<file path="config.mk">
export PLATFORM = sky130hd
export DESIGN_NAME = rf_write_arbiter
export DESIGN_NICKNAME = d
export VERILOG_FILES = /design/src/rtl/rf_write_arbiter_pkg.sv /design/src/rtl/rf_write_arbiter_rr_arbiter.sv /design/src/rtl/rf_write_arbiter.sv
export SDC_FILE = /design/constraint.sdc
export NUM_CORES = 1
export LEC_CHECK = 0
export BUFFER_PORTS_ARGS = -buffer_cell sky130_fd_sc_hd__buf_4
export CAP_MARGIN = 25
export CELL_PAD_IN_SITES_DETAIL_PLACEMENT = 0
export CELL_PAD_IN_SITES_GLOBAL_PLACEMENT = 1
export CORE_ASPECT_RATIO = 0.6
export CORE_MARGIN = 2
export CORE_UTILIZATION = 36
export CTS_CLUSTER_SIZE = 28
export DETAILED_ROUTE_END_ITERATION = 12
export GPL_ROUTABILITY_DRIVEN = 0
export PLACE_DENSITY = 0.89
export SYNTH_ARGS = -nofsm -noshare
export SYNTH_HDL_FRONTEND = slang
export SYNTH_SLANG_ARGS = --single-unit
</file>
<file path="constraint.sdc">
create_clock -name clk -period 7.8 [get_ports clk]
set_input_delay 1.17 -clock clk [delete_from_list [all_inputs] [get_ports clk]]
set_output_delay 1.17 -clock clk [all_outputs]
set_load 0.05 [all_outputs]
</file>
<file path="src/rtl/rf_write_arbiter_pkg.sv">
// Shared defaults for the register-file write-back arbiter.
// Optional combinational bypass is enabled by defining RF_ARB_BYPASS_EN.
`ifndef DATA_LEN
`define DATA_LEN 32
`endif
`ifndef REG_ADDR_LEN
`define REG_ADDR_LEN 5
`endif
`ifndef REG_NUM
`define REG_NUM 32
`endif
`ifndef RF_ARB_NUM_REQ
`define RF_ARB_NUM_REQ 3
`endif

package rf_write_arbiter_pkg;

  localparam int RF_ARB_NUM_REQ_DEF = `RF_ARB_NUM_REQ;
  localparam int RF_ARB_DATA_W_DEF  = `DATA_LEN;
  localparam int RF_ARB_ADDR_W_DEF  = `REG_ADDR_LEN;
  localparam int RF_ARB_NREG_DEF    = `REG_NUM;

  function automatic int rr_ptr_w(input int n);
    return (n > 1) ? $clog2(n) : 1;
  endfunction

endpackage

</file>
<file path="src/rtl/rf_write_arbiter_rr_arbiter.sv">
// Round-robin arbiter: searches from last grant + 1, one-hot grant.
// Part of rf_write_arbiter (optional feature macro RF_ARB_BYPASS_EN unused here).
module rr_arbiter
  import rf_write_arbiter_pkg::*;
#(
  parameter int N = 3
) (
  input  logic         clk,
  input  logic         rst,
  input  logic [N-1:0] req,
  output logic [N-1:0] gnt
);

  localparam int PW = rr_ptr_w(N);

  logic [PW-1:0] last_q;
  logic [PW-1:0] last_d;
  logic          found;
  int            j;

  always_comb begin
    gnt    = '0;
    found  = 1'b0;
    last_d = last_q;
    j      = 0;
    for (int k = 1; k <= N; k++) begin
      j = (int'(last_q) + k) % N;
      if (!found && req[j]) begin
        found  = 1'b1;
        gnt[j] = 1'b1;
        last_d = PW'(j);
      end
    end
  end

  always_ff @(posedge clk or posedge rst) begin
    if (rst) begin
      last_q <= PW'(N - 1);
    end else begin
      last_q <= last_d;
    end
  end

endmodule

</file>
<file path="src/rtl/rf_write_arbiter.sv">
// Shares the register-file write port among NUM_REQ write-back sources.
// Define RF_ARB_BYPASS_EN to add commit-stage bypass read ports.
module rf_write_arbiter
  import rf_write_arbiter_pkg::*;
#(
  parameter int NUM_REQ = RF_ARB_NUM_REQ_DEF,
  parameter int DATA_W  = RF_ARB_DATA_W_DEF,
  parameter int ADDR_W  = RF_ARB_ADDR_W_DEF,
  parameter int NREG    = RF_ARB_NREG_DEF
) (
  input  logic                      clk,
  input  logic                      rst,
  input  logic [NUM_REQ-1:0]        req_valid,
  input  logic [NUM_REQ*ADDR_W-1:0] req_addr,
  input  logic [NUM_REQ*DATA_W-1:0] req_data,
  output logic [NUM_REQ-1:0]        req_ready,
  input  logic                      rsv_valid,
  input  logic [ADDR_W-1:0]         rsv_addr,
  output logic                      rf_we,
  output logic [ADDR_W-1:0]         rf_waddr,
  output logic [DATA_W-1:0]         rf_wdata,
`ifdef RF_ARB_BYPASS_EN
  input  logic [ADDR_W-1:0]         byp_raddr1,
  input  logic [ADDR_W-1:0]         byp_raddr2,
  output logic                      byp_hit1,
  output logic                      byp_hit2,
  output logic [DATA_W-1:0]         byp_data1,
  output logic [DATA_W-1:0]         byp_data2,
`endif
  output logic [NREG-1:0]           busy
);

  logic [NUM_REQ-1:0] gnt;
  logic               hs;
  logic [ADDR_W-1:0]  win_addr;
  logic [DATA_W-1:0]  win_data;

  logic               we_q, we_d;
  logic [ADDR_W-1:0]  waddr_q, waddr_d;
  logic [DATA_W-1:0]  wdata_q, wdata_d;
  logic [NREG-1:0]    busy_q, busy_d;

  rr_arbiter #(.N(NUM_REQ)) u_rr (
    .clk (clk),
    .rst (rst),
    .req (req_valid),
    .gnt (gnt)
  );

  assign req_ready = gnt;
  assign hs        = |gnt;

  always_comb begin
    win_addr = '0;
    win_data = '0;
    for (int i = 0; i < NUM_REQ; i++) begin
      if (gnt[i]) begin
        win_addr = win_addr | req_addr[i*ADDR_W +: ADDR_W];
        win_data = win_data | req_data[i*DATA_W +: DATA_W];
      end
    end
  end

  // x0 requests still consume a grant but never raise the write enable
  always_comb begin
    we_d    = hs && (win_addr != '0);
    waddr_d = waddr_q;
    wdata_d = wdata_q;
    if (hs) begin
      waddr_d = win_addr;
      wdata_d = win_data;
    end
  end

  // reserve after clear so a same-cycle reservation keeps the bit set
  always_comb begin
    busy_d = busy_q;
    if (hs) begin
      busy_d[win_addr] = 1'b0;
    end
    if (rsv_valid) begin
      busy_d[rsv_addr] = 1'b1;
    end
    busy_d[0] = 1'b0;
  end

  always_ff @(posedge clk or posedge rst) begin
    if (rst) begin
      we_q    <= 1'b0;
      waddr_q <= '0;
      wdata_q <= '0;
      busy_q  <= '0;
    end else begin
      we_q    <= we_d;
      waddr_q <= waddr_d;
      wdata_q <= wdata_d;
      busy_q  <= busy_d;
    end
  end

  assign rf_we    = we_q;
  assign rf_waddr = waddr_q;
  assign rf_wdata = wdata_q;
  assign busy     = busy_q;

`ifdef RF_ARB_BYPASS_EN
  assign byp_hit1  = we_q && (waddr_q == byp_raddr1) && (byp_raddr1 != '0);
  assign byp_hit2  = we_q && (waddr_q == byp_raddr2) && (byp_raddr2 != '0);
  assign byp_data1 = wdata_q;
  assign byp_data2 = wdata_q;
`endif

endmodule

</file>
==> flow_summary_export.csv <==
group,metric,value,unit
layout,final_net_count,717,
grt,grt_first_pass_wirelength,21.3,mm
sta,finClkSkew,0.00501,ns
logic_synthesis,yosys_most_used_dff,"dfrtp_1",
logic_synthesis,netlist.top_cell.by_area,"dfrtp_1",
clock_tree,clkLatencyLatePin,0.33,ns
grt,maximum_number_of_pins_on_one_net_before_global_route_repair,72,
worst_hold_path,worst_hold_startpoint,"rf_wdata[22]",
layout,final_layout_size_suffix_gt1_share,40.8,%
clock_tree,cts_tree,"yes",
logic_synthesis,main_area_contributors_after_synthesis,"dfrtp_1 (45%), a222oi_1 (8.5%), nand2_1 (5.9%)",
die,initial_utilization,37.0,%
logic_synthesis,yosysTopAreaCellShare,44.9,%
clock_tree,number_of_buffers_added_by_the_clock_tree_synthesis_step,9,
layout,fillCellCount,966,
drt,met2RoutedLength,6.39,mm
drt,1st_iter_drt_viols,427,
grt,grt_usage,22.9,%
critical_path,critical_path.max_fanout,40,
drt,ant_nets,0,
logic_synthesis,synth-edff-count,0,
critical_path,timing.critical_path.from_type,"flop",
critical_path,slowest_stage_delay_on_critical_path,0.57,ns
sta,report.final.hold_viol_count,0,
critical_path,worst_setup_path_startpoint,"u_rr.last_q[0]",
die,floorplan.die.height,84.7,µm
drt,highest_layer,"met4",
sta,final-max-slew-violation-count,0,
clock_tree,clockRootBuffer,"clkbuf_16",
sta,hold_slack,0.474,ns
drt,detail_route.wl_per_cell,18.9,µm
critical_path,timing.critical_path.max_delay_family,"buffers and inverters",
die,row_count,29,
die,fp.dieArea,11700,µm²
logic_synthesis,post_synth_xor_area_fraction,0,%
critical_path,count_of_buffer_and_inverter_cells_on_the_critical_path,3,
logic_synthesis,proportion_of_synthesized_area_in_mux_cells,0.769,%
sta,final.min_clock_period,4.28,ns
sta,slew-limit-headroom,32.6,%
die,design.portCount,195,
die,chipWidth,138,µm
critical_path,critPathSlowestCell,"ha_1",
clock_tree,max-clock-path-buffers,2,
die,core-area,10600,µm²
logic_synthesis,area_fraction_in_compound_gates_after_synthesis,27.6,%
logic_synthesis,synth_top_family_by_area,"compound AO/OA/AOI/OAI gates",
outcome,run_status,"finished clean",
critical_path,worstSetupPathType,"flop to output port",
drt,via_per_inst,5.71,
drt,met3_wirelength,1.29,mm
logic_synthesis,synth-simple-area-share,18.1,%
logic_synthesis,ys_types,56,
flow_run,max_cap_viols,0,
critical_path,critical_path.endpoint_type,"output port",
logic_synthesis,postSynth.asyncResetShare,100,%
logic_synthesis,avgSynthCellArea,9.48,µm²
drt,drt_pre_antenna_iters,7,
worst_hold_path,hold_class,"flop to flop",
sta,fin_setup_tns,0,ns
place,place.port_buffers,193,
sta,final.period_utilization,54.9,%
logic_synthesis,synth_sequential_area_ratio,45.5,%
logic_synthesis,ys_ff_latch,71,
drt,vias,4200,
clock_tree,postCtsSetupBuffers,0,
critical_path,required,6.63,ns
place,dp_hpwl,9.97,mm
grt,number_of_antenna_violations_at_the_first_check_in_global_routing,0,
logic_synthesis,syn_area,3900,µm²
drt,wirelength,13.9,mm
sta,finalSetupViolCount,0,
critical_path,rrSetupSlack,3.99,ns
logic_synthesis,yosysWarningCount,0,
clock_tree,cts.repair.resized,0,
sta,fmaxAchievable,233,MHz
drt,drc_errors,0,
drt,met1_length,6.02,mm
clock_tree,worst_setup_hold_path_clk_slew,0.06,ns
critical_path,crit-reg2reg-launch,"u_rr.last_q[0]",
grt,grt_pass1_vias,3926,
logic_synthesis,yosys.area_share.adder,1.28,%
logic_synthesis,syn-num-nets,538,
critical_path,worstPathCellList,"inv_1, ha_1, nor2b_1, o21a_1, nand4b_1, and2_4, inv_2, buf_4",
clock_tree,cts_num_sinks,71,
layout,synth_to_final_area_change,46.0,%
sta,max_slew.worst_pin.slew,1.01,ns
logic_synthesis,synthesis.instances,412,
grt,global_route.overflow_total,0,
layout,utilization,54.0,%
clock_tree,htree_num_levels,3,
sta,grt_setup_unrepaired,"false",
critical_path,arr_time_crit_path,3.11,ns
layout,antenna_cells,0,
clock_tree,hold_buffers,0,
==> kinds of logic (layout without fill, tap and decap cells) <==
| kind of cell | after synthesis | after routing |
|---|---|---|
| fa+ha+maj | 4 | 4 |
| mux | 3 | 3 |
| compound gates | 129 | 129 |
| other cells | 1 | 1 |
| simple gates | 148 | 148 |
| flops | 71 | 71 |
| buf+inv | 56 | 240 |
==> final cells by class <==
class,count,area [µm²],share of cell area (%)
multi-input combinational,285,1870,32.9
sequential,71,1780,31.2
timing repair buffer,198,1490,26.1
clock buffer,10,229,4.02
tap,139,174,3.05
inverter,26,98.8,1.73
clock inverter,6,61.3,1.08
==> worst paths after layout <==
path	end	depth (start not counted)
worst max-delay path	req_ready[0]	8
worst min-delay path	rf_wdata[22]	2
worst max register to register	busy[11]	10
worst min register to register	rf_wdata[22]	2
max in group asynchronous	u_rr.last_q[0]	3
min in group asynchronous	rf_wdata[14]	3
==> cell usage in the layout (no fill, tap or decap), types with 3 or more instances in the layout <==
cell	n
buf_4	198
dfrtp_1	70
nand2_1	61
nor2_1	42
a222oi_1	33
inv_1	22
a21oi_1	22
o21ai_0	14
o41ai_1	12
a31oi_1	9
o221ai_1	9
clkbuf_16	9
nand3_1	7
nand3b_1	6
o221ai_2	6
nor2b_1	4
clkinv_2	4
nand2b_1	4
nor3_1	4
ha_1	4
inv_2	3
and3_1	3
mux2i_1	3
or3_1	3
or3b_2	3
o21ai_1	3
==> sequential cells by signal (all words and copies together) (netlist names) <==
| name | count |
|---|---|
| busy | 31 |
| rf_waddr | 5 |
| rf_wdata | 32 |
| rf_we | 1 |
| u_rr.last_q | 2 |
==> through the flow <==
step | instances | area [µm²] | setup slack (ns)
final | 735 | 5700 | 3.52
after global routing | 735 | 5700 | 3.29
after CTS | 735 | 5700 | 3.50
after detailed placement | 719 | 5410 | 3.66
after global placement | 719 | 5410 | 3.72
after floorplan | 412 | 3900 | 3.77
==> synth_stat cells (all sizes together) (3+ instances only) <==
library cell	count
o41ai	12
buf	16
dfrtp	70
nand3b	6
inv	25
ha	4
nor2	42
nand3	7
o21ai	18
a31oi	9
o221ai	15
a21oi	23
nor3	6
or3	3
clkbuf	14
a222oi	33
nand2b	4
nand2	61
mux2i	3
nor2b	4
and3	5
or3b	3
==> worst reg2reg max path, stage by stage (launching register included) <==
cell and delay (ns):
dfrtp_1 0.41, inv_1 0.08, ha_1 0.57, nor2b_1 0.14
a32o_2 0.31, a221oi_4 0.27, and2_4 0.22, inv_2 0.26
a21oi_1 0.91, and3_4 0.36, o221ai_1 0.13
==> per-layer routing <==
metal  global-route usage [%]  vias up
met1                     31.7     2074
met5                        0        -
li1                         -     1904
met3                     6.10       17
met4                     5.47        0
met2                     36.0      205
Power is left out: the tool's default activity adds up to more than one toggle a clock period on the data nets, which glitch-free logic cannot reach.
